--- src/rtl/ucsbece154b_bp_pkg.sv ---
// Shared types and constants for the branch-resolve block.
// Latency: n/a (types, constants and one pure function only).
// Backpressure: n/a.
//
// Contents: bp_meta_t (per-instruction prediction metadata), br_class_e
// (NONE/BR/JMP), RISC-V opcode constants matching ucsbece154b_defines.vh,
// and classify() mapping an opcode to its branch class.
// BP_GHR_BITS fixes the stored PHT index width; the top-level NUM_GHR_BITS
// parameter is expected to equal it.
package ucsbece154b_bp_pkg;

    localparam int BP_GHR_BITS = 5;

    localparam logic [6:0] instr_branch_op = 7'b1100011;
    localparam logic [6:0] instr_jal_op    = 7'b1101111;
    localparam logic [6:0] instr_jalr_op   = 7'b1100111;

    typedef enum logic [1:0] {
        CLASS_NONE = 2'd0,
        CLASS_BR   = 2'd1,
        CLASS_JMP  = 2'd2
    } br_class_e;

    typedef struct packed {
        logic [31:0]            pc;
        logic                   pred_taken;
        logic [31:0]            pred_target;
        logic [BP_GHR_BITS-1:0] phtaddr;
    } bp_meta_t;

    function automatic br_class_e classify(input logic [6:0] op);
        br_class_e cls;
        cls = CLASS_NONE;
        if (op == instr_branch_op) begin
            cls = CLASS_BR;
        end else if ((op == instr_jal_op) || (op == instr_jalr_op)) begin
            cls = CLASS_JMP;
        end
        return cls;
    endfunction

endpackage

--- src/rtl/ucsbece154b_bp_meta_fifo.sv ---
// In-flight prediction metadata FIFO between fetch and execute.
// Latency: a pushed entry is visible at the head the cycle after the push.
// Backpressure: the caller gates push with full (push+pop while full is legal); flush_i empties it.
//
// Ports: clk, reset_ni (async active-low), flush_i, push_i/wdata_i,
// pop_i/rdata_o (head entry), full_o, empty_o, count_o.
// DEPTH must be a power of 2 so the pointers wrap naturally.
module ucsbece154b_bp_meta_fifo #(
    parameter int DEPTH = 4,
    parameter int W     = 8
) (
    input  logic                     clk,
    input  logic                     reset_ni,
    input  logic                     flush_i,
    input  logic                     push_i,
    input  logic [W-1:0]             wdata_i,
    input  logic                     pop_i,
    output logic [W-1:0]             rdata_o,
    output logic                     full_o,
    output logic                     empty_o,
    output logic [$clog2(DEPTH):0]   count_o
);

    localparam int AW = $clog2(DEPTH);
    localparam int CW = AW + 1;

    logic [W-1:0]  mem_q [DEPTH];
    logic [AW-1:0] wptr_q, wptr_d;
    logic [AW-1:0] rptr_q, rptr_d;
    logic [CW-1:0] cnt_q,  cnt_d;

    always_comb begin
        wptr_d = wptr_q;
        rptr_d = rptr_q;
        cnt_d  = cnt_q;
        if (flush_i) begin
            wptr_d = '0;
            rptr_d = '0;
            cnt_d  = '0;
        end else begin
            if (push_i) wptr_d = wptr_q + 1'b1;
            if (pop_i)  rptr_d = rptr_q + 1'b1;
            cnt_d = cnt_q + CW'(push_i) - CW'(pop_i);
        end
    end

    always_ff @(posedge clk or negedge reset_ni) begin
        if (!reset_ni) begin
            wptr_q <= '0;
            rptr_q <= '0;
            cnt_q  <= '0;
        end else begin
            wptr_q <= wptr_d;
            rptr_q <= rptr_d;
            cnt_q  <= cnt_d;
        end
    end

    // Storage needs no reset: entries are only read while count is non-zero.
    always_ff @(posedge clk) begin
        if (push_i && !flush_i) begin
            mem_q[wptr_q] <= wdata_i;
        end
    end

    assign rdata_o = mem_q[rptr_q];
    assign full_o  = (cnt_q == CW'(DEPTH));
    assign empty_o = (cnt_q == '0);
    assign count_o = cnt_q;

endmodule

--- src/rtl/ucsbece154b_branch_resolve.sv ---
// Execute-stage branch resolution: compares stored predictions with E outcomes and trains the predictor.
// Latency: update/redirect pulses are registered, appearing 1 cycle after the pop.
// Backpressure: fetch_stall_o when the metadata FIFO is full and not popping; a redirect flushes the FIFO next cycle.
//
// Ports: fetch side (fetch_valid_i, fetch_pc_i, pred_*_i, fetch_stall_o),
// execute side (ex_valid_i, ex_op_i, ex_taken_i, ex_target_i),
// predictor update (btb_*, pht_*, ghr_reset_o), redirect_o/redirect_pc_o,
// sticky meta_underflow_o.
// Optional macro BRANCH_STATS_EN adds saturating br_count_o / mispred_count_o.
module ucsbece154b_branch_resolve
    import ucsbece154b_bp_pkg::*;
#(
    parameter int NUM_BTB_ENTRIES = 32,
    parameter int NUM_GHR_BITS    = 5,
    parameter int META_DEPTH      = 4
) (
    input  logic                               clk,
    input  logic                               reset_ni,
    input  logic                               fetch_valid_i,
    input  logic [31:0]                        fetch_pc_i,
    input  logic                               pred_taken_i,
    input  logic [31:0]                        pred_target_i,
    input  logic [NUM_GHR_BITS-1:0]            pred_phtaddr_i,
    output logic                               fetch_stall_o,
    input  logic                               ex_valid_i,
    input  logic [6:0]                         ex_op_i,
    input  logic                               ex_taken_i,
    input  logic [31:0]                        ex_target_i,
    output logic                               btb_we_o,
    output logic [$clog2(NUM_BTB_ENTRIES)-1:0] btb_waddr_o,
    output logic [31:0]                        btb_wdata_o,
    output logic                               pht_we_o,
    output logic                               pht_inc_o,
    output logic [NUM_GHR_BITS-1:0]            pht_waddr_o,
    output logic                               ghr_reset_o,
    output logic                               redirect_o,
    output logic [31:0]                        redirect_pc_o,
`ifdef BRANCH_STATS_EN
    output logic [31:0]                        br_count_o,
    output logic [31:0]                        mispred_count_o,
`endif
    output logic                               meta_underflow_o
);

    localparam int BTB_IDX_W = $clog2(NUM_BTB_ENTRIES);

    bp_meta_t                    push_meta, head_meta;
    logic                        fifo_full, fifo_empty;
    logic [$clog2(META_DEPTH):0] fifo_count;
    logic                        flush, pop, push, resolve, tgt_miss, mispred;
    br_class_e                   cls;

    logic                        btb_we_q,    btb_we_d;
    logic [BTB_IDX_W-1:0]        btb_waddr_q, btb_waddr_d;
    logic [31:0]                 btb_wdata_q;
    logic                        pht_we_q,    pht_we_d;
    logic                        pht_inc_q,   pht_inc_d;
    logic [NUM_GHR_BITS-1:0]     pht_waddr_q, pht_waddr_d;
    logic                        redirect_q,  redirect_d;
    logic [31:0]                 redirect_pc_q, redirect_pc_d;
    logic                        underflow_q, underflow_d;

    // The cycle after a mispredict pop is the flush cycle: the E-stage
    // instruction and any fetch in that cycle are wrong-path.
    assign flush = redirect_q;
    assign pop   = ex_valid_i & (fifo_count != '0) & ~flush;
    assign fetch_stall_o = fifo_full & ~pop;
    assign push  = fetch_valid_i & ~fetch_stall_o & ~flush;

    always_comb begin
        push_meta             = '0;
        push_meta.pc          = fetch_pc_i;
        push_meta.pred_taken  = pred_taken_i;
        push_meta.pred_target = pred_target_i;
        push_meta.phtaddr     = BP_GHR_BITS'(pred_phtaddr_i);
    end

    ucsbece154b_bp_meta_fifo #(
        .DEPTH (META_DEPTH),
        .W     ($bits(bp_meta_t))
    ) u_meta_fifo (
        .clk      (clk),
        .reset_ni (reset_ni),
        .flush_i  (flush),
        .push_i   (push),
        .wdata_i  (push_meta),
        .pop_i    (pop),
        .rdata_o  (head_meta),
        .full_o   (fifo_full),
        .empty_o  (fifo_empty),
        .count_o  (fifo_count)
    );

    assign cls      = classify(ex_op_i);
    assign resolve  = pop & (cls != CLASS_NONE);
    assign tgt_miss = (head_meta.pred_target != ex_target_i);

    always_comb begin
        mispred = 1'b0;
        if (cls == CLASS_BR) begin
            mispred = (head_meta.pred_taken != ex_taken_i) | (ex_taken_i & tgt_miss);
        end else if (cls == CLASS_JMP) begin
            mispred = ~head_meta.pred_taken | tgt_miss;
        end
    end

    always_comb begin
        btb_we_d      = resolve & ex_taken_i & tgt_miss;
        pht_we_d      = pop & (cls == CLASS_BR);
        pht_inc_d     = pop & (cls == CLASS_BR) & ex_taken_i;
        redirect_d    = resolve & mispred;
        btb_waddr_d   = head_meta.pc[BTB_IDX_W+1:2];
        pht_waddr_d   = NUM_GHR_BITS'(head_meta.phtaddr);
        redirect_pc_d = ex_taken_i ? ex_target_i : (head_meta.pc + 32'd4);
        underflow_d   = underflow_q | (ex_valid_i & fifo_empty & ~flush);
    end

    always_ff @(posedge clk or negedge reset_ni) begin
        if (!reset_ni) begin
            btb_we_q      <= 1'b0;
            btb_waddr_q   <= '0;
            btb_wdata_q   <= '0;
            pht_we_q      <= 1'b0;
            pht_inc_q     <= 1'b0;
            pht_waddr_q   <= '0;
            redirect_q    <= 1'b0;
            redirect_pc_q <= '0;
            underflow_q   <= 1'b0;
        end else begin
            btb_we_q    <= btb_we_d;
            pht_we_q    <= pht_we_d;
            pht_inc_q   <= pht_inc_d;
            redirect_q  <= redirect_d;
            underflow_q <= underflow_d;
            // Payload registers hold between resolves; they are only
            // meaningful while their strobe is high.
            if (resolve) begin
                btb_waddr_q   <= btb_waddr_d;
                btb_wdata_q   <= ex_target_i;
                pht_waddr_q   <= pht_waddr_d;
                redirect_pc_q <= redirect_pc_d;
            end
        end
    end

    assign btb_we_o         = btb_we_q;
    assign btb_waddr_o      = btb_waddr_q;
    assign btb_wdata_o      = btb_wdata_q;
    assign pht_we_o         = pht_we_q;
    assign pht_inc_o        = pht_inc_q;
    assign pht_waddr_o      = pht_waddr_q;
    assign ghr_reset_o      = redirect_q;
    assign redirect_o       = redirect_q;
    assign redirect_pc_o    = redirect_pc_q;
    assign meta_underflow_o = underflow_q;

`ifdef BRANCH_STATS_EN
    logic [31:0] br_cnt_q, mis_cnt_q;

    // Counters advance on the same edge that registers the pulses.
    always_ff @(posedge clk or negedge reset_ni) begin
        if (!reset_ni) begin
            br_cnt_q  <= '0;
            mis_cnt_q <= '0;
        end else begin
            if (resolve && (br_cnt_q != '1))     br_cnt_q  <= br_cnt_q + 32'd1;
            if (redirect_d && (mis_cnt_q != '1)) mis_cnt_q <= mis_cnt_q + 32'd1;
        end
    end

    assign br_count_o      = br_cnt_q;
    assign mispred_count_o = mis_cnt_q;
`endif

endmodule

--- config.mk ---
export PLATFORM = sky130hd
export DESIGN_NAME = ucsbece154b_branch_resolve
export DESIGN_NICKNAME = d
export VERILOG_FILES = /design/src/rtl/ucsbece154b_bp_pkg.sv /design/src/rtl/ucsbece154b_bp_meta_fifo.sv /design/src/rtl/ucsbece154b_branch_resolve.sv
export SDC_FILE = /design/constraint.sdc
export NUM_CORES = 1
export LEC_CHECK = 0
export CAP_MARGIN = 20
export CORE_MARGIN = 2
export CORE_UTILIZATION = 30
export DETAILED_ROUTE_END_ITERATION = 8
export PLACE_DENSITY = 0.58
export SKIP_LAST_GASP = 1
export SLEW_MARGIN = 5
export SYNTH_ARGS = -nofsm -noshare
export SYNTH_HDL_FRONTEND = slang
export SYNTH_SLANG_ARGS = --single-unit
--- constraint.sdc ---
create_clock -name clk -period 4.2 [get_ports clk]
set_input_delay 1.05 -clock clk [delete_from_list [all_inputs] [get_ports clk]]
set_output_delay 1.05 -clock clk [all_outputs]
set_load 0.01 [all_outputs]
-- After elaboration in Yosys (flattened, before gate mapping)
Memories as Yosys holds them, arrays and structs flattened.
Cells that the tools add are included.
W data, S select, Z words.
- register bits: 86
- memory bits (writable): 280
- output and inout bits: 81
- memories kept: 1
- $add $sub $neg: 5
- eq/ne operators: 8
- muxes and demuxes: 12
- bitwise gates (word level): 21
- reduce and logical (&&, ||, !) cells: 8
- memory list (memory ; depth ; width ; rd ports ; clocked after memory_dff ; wr ports ; line ; RTL):
    u_meta_fifo.mem_q ; 4 ; 70 ; 1 ; 0 ; 1 ; ucsbece154b_bp_meta_fifo.sv:27 ; logic [W-1:0] mem_q [DEPTH];
- operators by type and width (kind ; count):
    $add A32 B3 Y32 const B ; 1
    $mux W32 ; 1
    $ne A32 B32 Y1 ; 1
    $eq A7 B7 Y1 const B ; 3
    $and A1 B1 Y1 ; 14
    $mux W2 ; 6
    $reduce_bool A2 Y1 ; 3
    $add A2 B1 Y2 const B ; 2
    $mux W1 ; 4
    $not A1 Y1 ; 4
    $add A3 B1 Y3 ; 1
    $eq A3 B3 Y1 const B ; 1
    $logic_not A3 Y1 ; 1
    $mux W3 ; 1
    $or A1 B1 Y1 ; 3
    $reduce_bool A3 Y1 ; 1
    $sub A3 B1 Y3 ; 1
    $eq A2 B1 Y1 const B ; 1
    $eq A2 B2 Y1 const B ; 1
    $logic_and A1 B1 Y1 ; 1
    $logic_not A1 Y1 ; 1
    $logic_or A1 B1 Y1 ; 1
    $ne A1 B1 Y1 ; 1

-- Longest topological paths before layout
- word-level depth: 11
- depth in mapped cells: 11
- gate-level depth less buffers: 9

-- Cells and area by module
From an unflattened synthesis, not the netlist that was laid out.
- cell total of the unflattened synthesis: 902
- area total of the unflattened synthesis: 14840.5 um^2
- by module, submodules not included (module ; times used ; cells an instance ; area an instance (um^2)):
    ucsbece154b_bp_meta_fifo ; 1 ; 405 ; 10600.2
    ucsbece154b_branch_resolve ; 1 ; 497 ; 4240.3

-- Worst setup path before layout
No wires, ideal clock.
- path kind: input to register
- from: input ex_valid_i
- to: memory u_meta_fifo.mem_q[0][0] in the netlist's numbering (enable)
- library setup time: 436 ps
- data arrival time: 3409 ps
- data required time: 3764 ps
- slack: 355 ps
- cell stages on the path: 5
- path buffers: 0
- cell sequence: nand2b_1 > and3_1 > nand2b_1 > nor2_1 > and2_1
- longest elaborated chain between the ends: 10
- RTL lines (what ; line ; RTL):
    from (decl) ; ucsbece154b_branch_resolve.sv:25 ; input logic ex_valid_i,
    $and A1 B1 Y1 (2 in a row) ; ucsbece154b_branch_resolve.sv:66 ; assign pop = ex_valid_i & (fifo_count != '0) & ~flush;
    $not A1 Y1 ; ucsbece154b_branch_resolve.sv:67 ; assign fetch_stall_o = fifo_full & ~pop;
    $and A1 B1 Y1 ; ucsbece154b_branch_resolve.sv:67 ;
    named net fetch_stall_o ; ucsbece154b_branch_resolve.sv:24 ; output logic fetch_stall_o,
    $not A1 Y1 ; ucsbece154b_branch_resolve.sv:68 ; assign push = fetch_valid_i & ~fetch_stall_o & ~flush;
    $and A1 B1 Y1 (2 in a row) ; ucsbece154b_branch_resolve.sv:68 ;
    $logic_and A1 B1 Y1 ; ucsbece154b_bp_meta_fifo.sv:61 ; if (push_i && !flush_i) begin
    $mux W1 ; ucsbece154b_bp_meta_fifo.sv:61 ;
    $mux W1 (implied by the code) ; ucsbece154b_bp_meta_fifo.sv:62 ; mem_q[wptr_q] <= wdata_i;
    to (decl) ; ucsbece154b_bp_meta_fifo.sv:27 ;
The timed path passes the listed nets, and every way through them passes these cells.

-- Final worst setup path
- from: input ex_valid_i
- to: output fetch_stall_o
- longest elaborated chain between the ends: 4
- RTL lines (what ; line):
    $and A1 B1 Y1 (2 in a row) ; ucsbece154b_branch_resolve.sv:66
    $not A1 Y1 ; ucsbece154b_branch_resolve.sv:67
    $and A1 B1 Y1 ; ucsbece154b_branch_resolve.sv:67
    to (decl) ; ucsbece154b_branch_resolve.sv:24
No other way between the ends.

==> out/metrics.cfg <==
[detailed_routing]
route.antenna.remaining_nets = 0
vias_per_cell = 4.68
via_count = 8625
avgRoutedWirePerCell_um = 22.0
drtPass1Iterations = 5
routed_wl_um = 40500
drc_errors = 0
drt_iter0_drc = 777

[timing]
clock.fmax_mhz = 291
tns_ns = 0
period_share = 0.818
setup_viol = 0
rsz0062_at_grt = false
max-slew-margin-rel = 0.295
tightest_slew_ns = 1.05
post-route-min-period_ns = 3.44
hold_viol = 0
finClkSkew_ns = 0.0150
drv_slew = 0

[synthesis]
synthTopCellsByCount = edfxtp_1, nand2_1, dfrtp_1, mux4_2, xor2_1
netlist_area_mm2 = 0.0149
syn_area_per_cell_um2 = 16.1
yosys-top-cells-area = edfxtp_1, dfrtp_1, mux4_2
yosysMostFrequentCell = edfxtp_1
seq_area_frac_synth = 0.709
synthFlopType = edfxtp_1
yosysTopAreaCell = edfxtp_1
yosysWarnings = 0
netlist_instances = 928
synth_fp_nets = 1050
synth_top_area_share = 0.564
synth_enable_flop_cells = 280
synth_cell_type_count = 49
ys_async_sr_fraction = 0.235
synth_seq_cells = 366

[setup_path]
worstSetupStartpointType = input pin
cpMostUsedCell = clkdlybuf4s50_1
required_ns = 3.15
path_buf_inv = 2
cp-end-kind = output pin
slowest_stage = clkdlybuf4s50_1
slowest_delay_ns = 0.54
worst_ep_arrival_time_ns = 2.39
worstSetupPathType = input pin to output pin
worstPathCellList = clkdlybuf4s50_1 > nand2b_1 > and3_1 > clkdlybuf4s50_1
path_max_fanout = 4
crit_family = buffers and inverters

[clock_tree]
clk_latency_ns = 0.53
cts_setup_buffers = 0
root_buffer = clkbuf_16
numCtsBuffers = 39
ctsHoldBuffers = 0
path_clk_slew_ns = 0.06
cts_num_sinks = 366
cts_tree = done
ctsResizeCount = 0
ctsLongestPathBuffers = 3
htree_levels = 2

[global_routing]
antenna_found_initial = 4
grt_overflow = 0
top_usage_layer = met2
grt_max_degree = 71
grt_usage = 0.157
use_met2 = 0.250
use_met1 = 0.213
grtUsageMet3 = 0.0381
grt_pass1_wl_um = 58800
grt_pass1_vias = 8785

[floorplan]
coreArea_mm2 = 0.0490
die_area_mm2 = 0.0514
rows = 81
start_util = 0.304
io-pin-count = 195
die-width_um = 227
die_y_um = 227

[worst_hold_path]
hp-class = input pin to async pin

[pwr]
ir_worst_vdd_mv = 0.274
power_leakage_nw = 6.87
p_per_area_mw_per_mm2 = 654
total_power_mw = 12.4

[run]
cap_violations = 0

[finish]
synthToLayoutAreaGrowth_pct = 27.7
diodes = 0
nNetsFinal = 1271
fin_area_mm2 = 0.0190
drive_gt1_frac = 0.133

[place]
dp_hpwl_um = 28300
port_buffers = 194
routabilityCongestion = 0.821
placed_cell_area_mm2 = 0.0177

[outcome]
status = finished, final reports clean

## power by group
group	leakage (nW)	total (mW)	internal, mW	switching [mW]
clock	0.640	3.45	2.09	1.36
sequential	3.68	5.19	4.77	0.417
combinational	2.55	3.81	1.78	2.02
## layout by cell type, fill, tap and decap left out, types with 9 or more instances in the layout
| cell | synthesis | layout |
|---|---|---|
| a21oi_1 | 20 | 20 |
| and3_1 | 17 | 17 |
| buf_4 | 2 | 22 |
| clkbuf_16 | 0 | 41 |
| clkdlybuf4s50_1 | 0 | 192 |
| clkinv_2 | 0 | 9 |
| dfrtp_1 | 86 | 84 |
| edfxtp_1 | 280 | 280 |
| inv_1 | 11 | 11 |
| mux2i_1 | 19 | 19 |
| mux4_2 | 58 | 58 |
| nand2_1 | 165 | 165 |
| nand3_1 | 13 | 13 |
| nand4_1 | 9 | 9 |
| nor2_1 | 25 | 25 |
| nor3_1 | 12 | 12 |
| nor4_1 | 12 | 12 |
| o21ai_0 | 27 | 27 |
| xnor2_1 | 25 | 25 |
| xor2_1 | 39 | 39 |
## worst register-to-register path, cell delays in order, from the launching register on
cell      delay, ns
dfrtp_4        0.73
mux4_2         0.37
ha_1           0.22
nand2_1        0.07
o22ai_1        0.39
nand4_1        0.48
o31a_1         0.43
o311ai_0       0.33
buf_4          0.17
nand2_1        0.04
## metal layers
layer | share of wire | wire length, um
met1 | 0.44 | 17700
met3 | 0.065 | 2630
met2 | 0.47 | 19100
met5 | 0.0011 | 46
met4 | 0.025 | 1010
## through the flow
| stage | worst slack (ns) | std cells | hold WS, ns | util |
|---|---|---|---|---|
| after detailed placement | 0.739 | 1772 | 0.462 | 0.362 |
| final | 0.763 | 1841 | 0.462 | 0.389 |
| after floorplan | 0.355 | 928 | 0.507 | - |
| after global placement | 0.762 | 1772 | 0.457 | 0.362 |
| after global routing | 0.669 | 1841 | 0.480 | 0.389 |
| after CTS | 0.763 | 1841 | 0.456 | 0.389 |
## worst paths after layout
kind                       depth (start not counted)                   from  slack (ns)                end
min in group clk                                   2         btb_wdata_o[6]        0.47     btb_wdata_o[6]
setup / recovery                                   4             ex_valid_i        0.76      fetch_stall_o
hold reg to reg                                    2         btb_wdata_o[6]        0.47     btb_wdata_o[6]
max in group asynchronous                          2               reset_ni        2.80  redirect_pc_o[26]
setup reg to reg                                   9  u_meta_fifo.rptr_q[1]        0.87  redirect_pc_o[28]
hold / removal                                     1               reset_ni        0.46    btb_wdata_o[19]
## sequential cells by signal, indices dropped and copies added, names as in the netlist
register and count:
ghr_reset_o 1, btb_wdata_o 32, btb_we_o 1, pht_waddr_o 5, redirect_pc_o 32, u_meta_fifo.rptr_q 2, pht_inc_o 1, meta_underflow_o 1
btb_waddr_o 5, u_meta_fifo.mem_q 280, u_meta_fifo.count_o 3, pht_we_o 1, u_meta_fifo.wptr_q 2
## cell families (layout without fill, tap and decap cells)
group	after synthesis	in the layout	share of synthesized area
buffers and inverters	52	301	0.0192
XOR/XNOR	64	64	0.0376
AND/OR/NAND/NOR	284	284	0.0873
AO/OA/AOI/OAI	70	70	0.0270
flip-flops	366	366	0.709
multiplexers	84	84	0.113
adder cells (fa/ha/maj)	8	8	0.00722
## final cells by class
class | instances | area [um2]
clock buffers | 50 | 1100
clock inverters | 19 | 191
fillers | 4513 | 29900
inverters | 11 | 41.3
multi-input cells | 510 | 4080
flip-flops and latches | 366 | 10600
well taps | 664 | 831
repair buffers | 221 | 2210
No activity file was read; power rests on OpenSTA's default activity.
==> RTL change 1 (config.mk and constraints unchanged) <==
Build with the macro `BRANCH_STATS_EN` defined.
--- a/src/rtl/ucsbece154b_branch_resolve.sv
+++ b/src/rtl/ucsbece154b_branch_resolve.sv
@@ -8,4 +8,6 @@
 // sticky meta_underflow_o.
 // Optional macro BRANCH_STATS_EN adds saturating br_count_o / mispred_count_o.
+`define BRANCH_STATS_EN
+
 module ucsbece154b_branch_resolve
     import ucsbece154b_bp_pkg::*;
Formal check against the unedited RTL (old outputs only; new: br_count_o and mispred_count_o): same outputs for any inputs over 4 cycles, from zero or initial values and one cycle with reset_ni low; that may be too few to reach the edited logic, so the function may still have changed.
==> RTL change 1 against the original RTL <==
  * Synthesized area is 20% higher
  * Critical endpoint is now mispred_count_o[1]
  * Via count rose by 24%
  * Largest cell class unchanged
  * Cell area rose by 22%
  * Total power increased by 10%
  * Worst setup slack worse by 0.15 ns
  * Global-route usage down 0.43 points
  * Wire length is 16% higher
  * Sequential cell count up 64
==> RTL change 1: results (changes against the original RTL) <==
* Antenna violations before repair at 11 (was 4)
* WL met2 at 22,500 um (was 19,100 um)
* DP HPWL at 32,900 um (was 28,300 um)
* Post-synthesis cell type count at 52 (was 49)
* Slew @ Worst Pin at 0.803 ns (was 1.05 ns)
* Reg2reg path depth at 7 (was 9)
* Setup WS pre-CTS at 0.355 ns (was 0.739 ns)
* WHS at 0.471 ns (was 0.462 ns)
* Int Pwr at 9.72 mW (was 8.64 mW)
* Max stage delay cell, worst path: dfrtp_4 (was clkdlybuf4s50_1)
* Global-route wire length before repair at 69,500 um (was 58,800 um)
* Total track usage at 15.3% (was 15.7%)
* M1 WL at 20,700 um (was 17,700 um)
* Starting DRC count in detailed routing at 767 (was 777)
* Seq power at 5.81 mW (was 5.19 mW)
* Skew-Pair Late Insertion Delay at 0.58 ns (was 0.53 ns)
* GP Congestion at 0.782 (was 0.821)
* RR Startpoint: u_meta_fifo.rptr_q[0] (was u_meta_fifo.rptr_q[1])
* Avg Vias per Cell at 4.63 (was 4.68)
* Layout Nets at 1,621 (was 1,271)
* Post-synth ARST share at 34.9% (was 23.5%)
* Met3 Use GR at 4.28% (was 3.81%)
* #FFs+latches synth at 430 (was 366)
* Switching share of power at 29.2% (was 30.6%)
* Metal3 WL at 3010 um (was 2630 um)
* Routed WL per cell at 20.4 um (was 22.0 um)
* Met2 Usage GRT at 24.9% (was 25.0%)
* Clock transition at path regs at 0.06 ns (about the same)
* Filler instances at 5,557 (was 4,513)
* Clock buffer count from CTS at 48 (was 39)
* Layout cell share with drive strength beyond 1 at 12.8% (was 13.3%)
* Placed insts at 2,220 (was 1,772)
* Placed cell areas at 0.0216 mm^2 (was 0.0177 mm^2)
* Largest net degree at the start of global routing at 89 (was 71)
* Clk pwr share at 30.7% (was 27.7%)
* Status: finished, final reports clean (unchanged)
* CP arrival at 4.03 ns (was 2.39 ns)
* Leak at 8.69 nW (was 6.87 nW)
* Seq/Total Area, Yosys at 67.9% (was 70.9%)
* R2R Path End: mispred_count_o[1] (was redirect_pc_o[28])
* Clock Skew at 0.0221 ns (was 0.0150 ns)
* Vias at 10,700 (was 8,625)
* Number of port buffers at 258 (was 194)
* Top area cells in the synthesized netlist: edfxtp_1, dfrtp_1, mux4_2 (unchanged)
* GR Util met1 at 20.4% (was 21.3%)
* Post-Syn Nets at 1,334 (was 1,050)
* Synthesized area per cell at 14.8 um^2 (was 16.1 um^2)
* Crit-path max cell delay at 0.91 ns (was 0.54 ns)
* Synth cell count leaders: edfxtp_1, nand2_1, dfrtp_1 (unchanged)
* Cell family with most CP delay: simple AND/OR/NAND/NOR gates (was buffers and inverters)
* VDD IR max at 0.286 mV (was 0.274 mV)
* EDFF count, synth at 280 (unchanged)
* CP Class: reg2reg (was in2out)
* Maximum buffer depth of the clock tree at 3 (unchanged)
[RTL change 1: changes by cell type after synthesis, sizes merged, moves of 12 or more]
cell,before,now
xnor2,25,73
o21ai,28,49
xor2,39,51
dfrtp,86,150
nand2,165,205
nor2,25,62
nand3,13,44
[RTL change 1: kinds of logic after synthesis]
group	Yosys count	share of synthesized area [%]
XOR/XNOR	124	6.24
buffers and inverters	66	1.96
adder cells (fa/ha/maj)	10	0.741
AND/OR/NAND/NOR	419	11.4
flip-flops	430	67.9
multiplexers	88	9.53
AO/OA/AOI/OAI	73	2.19
[RTL change 1: layout make-up]
type                    count  area (um^2)  share of cell area [%]
inverters                  17         63.8                   0.276
multi-input cells         714         5420                    23.4
clock inverters            28          322                    1.39
repair buffers            286         2950                    12.7
well taps                 773          967                    4.18
clock buffers              62         1260                    5.46
diodes                      1         2.50                  0.0108
flip-flops and latches    430        12200                    52.5
==> RTL change 2 (config.mk and constraints unchanged) <==
Without the edit above. Put one more register stage on the output `redirect_pc_o`, with the module's reset. The value now appears one clock later. The other outputs are not delayed to match.
--- a/src/rtl/ucsbece154b_branch_resolve.sv
+++ b/src/rtl/ucsbece154b_branch_resolve.sv
@@ -152,5 +152,11 @@
     assign ghr_reset_o      = redirect_q;
     assign redirect_o       = redirect_q;
-    assign redirect_pc_o    = redirect_pc_q;
+    always_ff @(posedge clk or negedge reset_ni) begin
+        if (!reset_ni) begin
+            redirect_pc_o <= '0;
+        end else begin
+            redirect_pc_o <= redirect_pc_q;
+        end
+    end
     assign meta_underflow_o = underflow_q;
 
Function: changed (Yosys sat finds a counterexample within 4 cycles, from zero or initial values and one cycle with reset_ni low).
==> RTL change 2 against the original RTL <==
  * Cell area increased by 4.4%
  * Largest power group unchanged
  * Utilization down 0.23 points
  * Synthesized area grew 4.9%
  * Worst setup slack improved by 0.023 ns
  * Wire length shrank 0.29%
  * Via count grew 0.58%
  * Count of clock-buffer cells in the layout is 15 higher
  * Sequential power rose by 8.9%
  * Combinational power barely moved
  * Total power rose by 5.6%
  * Largest cell class unchanged
  * Register-to-register slack better by 0.25 ns
  * Sequential cell count increased by 32
  * Maximum frequency increased by 0.66%
==> RTL change 2: results (changes against the original RTL) <==
* Final period util at 81.3% (was 81.8%)
* Status: finished, final reports clean (unchanged)
* First-pass DRT Iterations at 4 (was 5)
* Leak at 7.21 nW (was 6.87 nW)
* Seq power at 5.65 mW (was 5.19 mW)
* Synth cell count leaders: edfxtp_1, nand2_1, dfrtp_1 (unchanged)
* Starting DRC count in detailed routing at 557 (was 777)
* Int Pwr at 9.24 mW (was 8.64 mW)
* Avg Vias per Cell at 4.65 (was 4.68)
* Post-synth ARST share at 29.6% (was 23.5%)
* GR Util met1 at 20.6% (was 21.3%)
* Syn Inst Count at 933 (was 928)
* Setup WS pre-CTS at 0.638 ns (was 0.739 ns)
* R2R Path End: ghr_reset_o (was redirect_pc_o[28])
* Skew-Pair Late Insertion Delay at 0.55 ns (was 0.53 ns)
* Flop pwr share at 43.0% (was 41.7%)
* VDD IR max at 0.290 mV (was 0.274 mV)
* RR Startpoint: u_meta_fifo.rptr_q[0] (was u_meta_fifo.rptr_q[1])
* Clock buffer count from CTS at 43 (was 39)
* Routed wire length at 40,400 um (was 40,500 um)
* Placed cell areas at 0.0185 mm^2 (was 0.0177 mm^2)
* Clock Skew at 0.0100 ns (was 0.0150 ns)
* Vias in the first global route at 8,962 (was 8,785)
* Top area cells in the synthesized netlist: edfxtp_1, dfrtp_1, mux4_2 (unchanged)
* Seq/Total Area, Yosys at 72.7% (was 70.9%)
* WHS at 0.373 ns (was 0.462 ns)
* M1 WL at 17,800 um (was 17,700 um)
## RTL change 2: logic make-up (layout without fill, tap and decap cells)
kind of cell | count (synthesis) | after routing | share of synthesized area [%]
AO/OA/AOI/OAI | 64 | 64 | 2.34
XOR/XNOR | 62 | 62 | 3.48
adder cells (fa/ha/maj) | 8 | 8 | 0.689
buffers and inverters | 54 | 307 | 1.89
flip-flops | 398 | 398 | 72.7
multiplexers | 76 | 76 | 10.7
other | 0 | 1 | 0
AND/OR/NAND/NOR | 271 | 271 | 8.16
## RTL change 2: cell type report
cell class / count / area (um^2)
flip-flops and latches: 398 / 11400
repair buffers: 215 / 2210
well taps: 680 / 851
inverters: 13 / 48.8
diodes: 1 / 2.50
clock inverters: 14 / 120
fillers: 4756 / 31500
multi-input cells: 481 / 4000
clock buffers: 65 / 1260
## RTL change 2: critical path, delay by kind of cell
kind	cells	cell delay (ns)
and+or+nand+nor	2	0.33
buffers and inverters	2	0.99
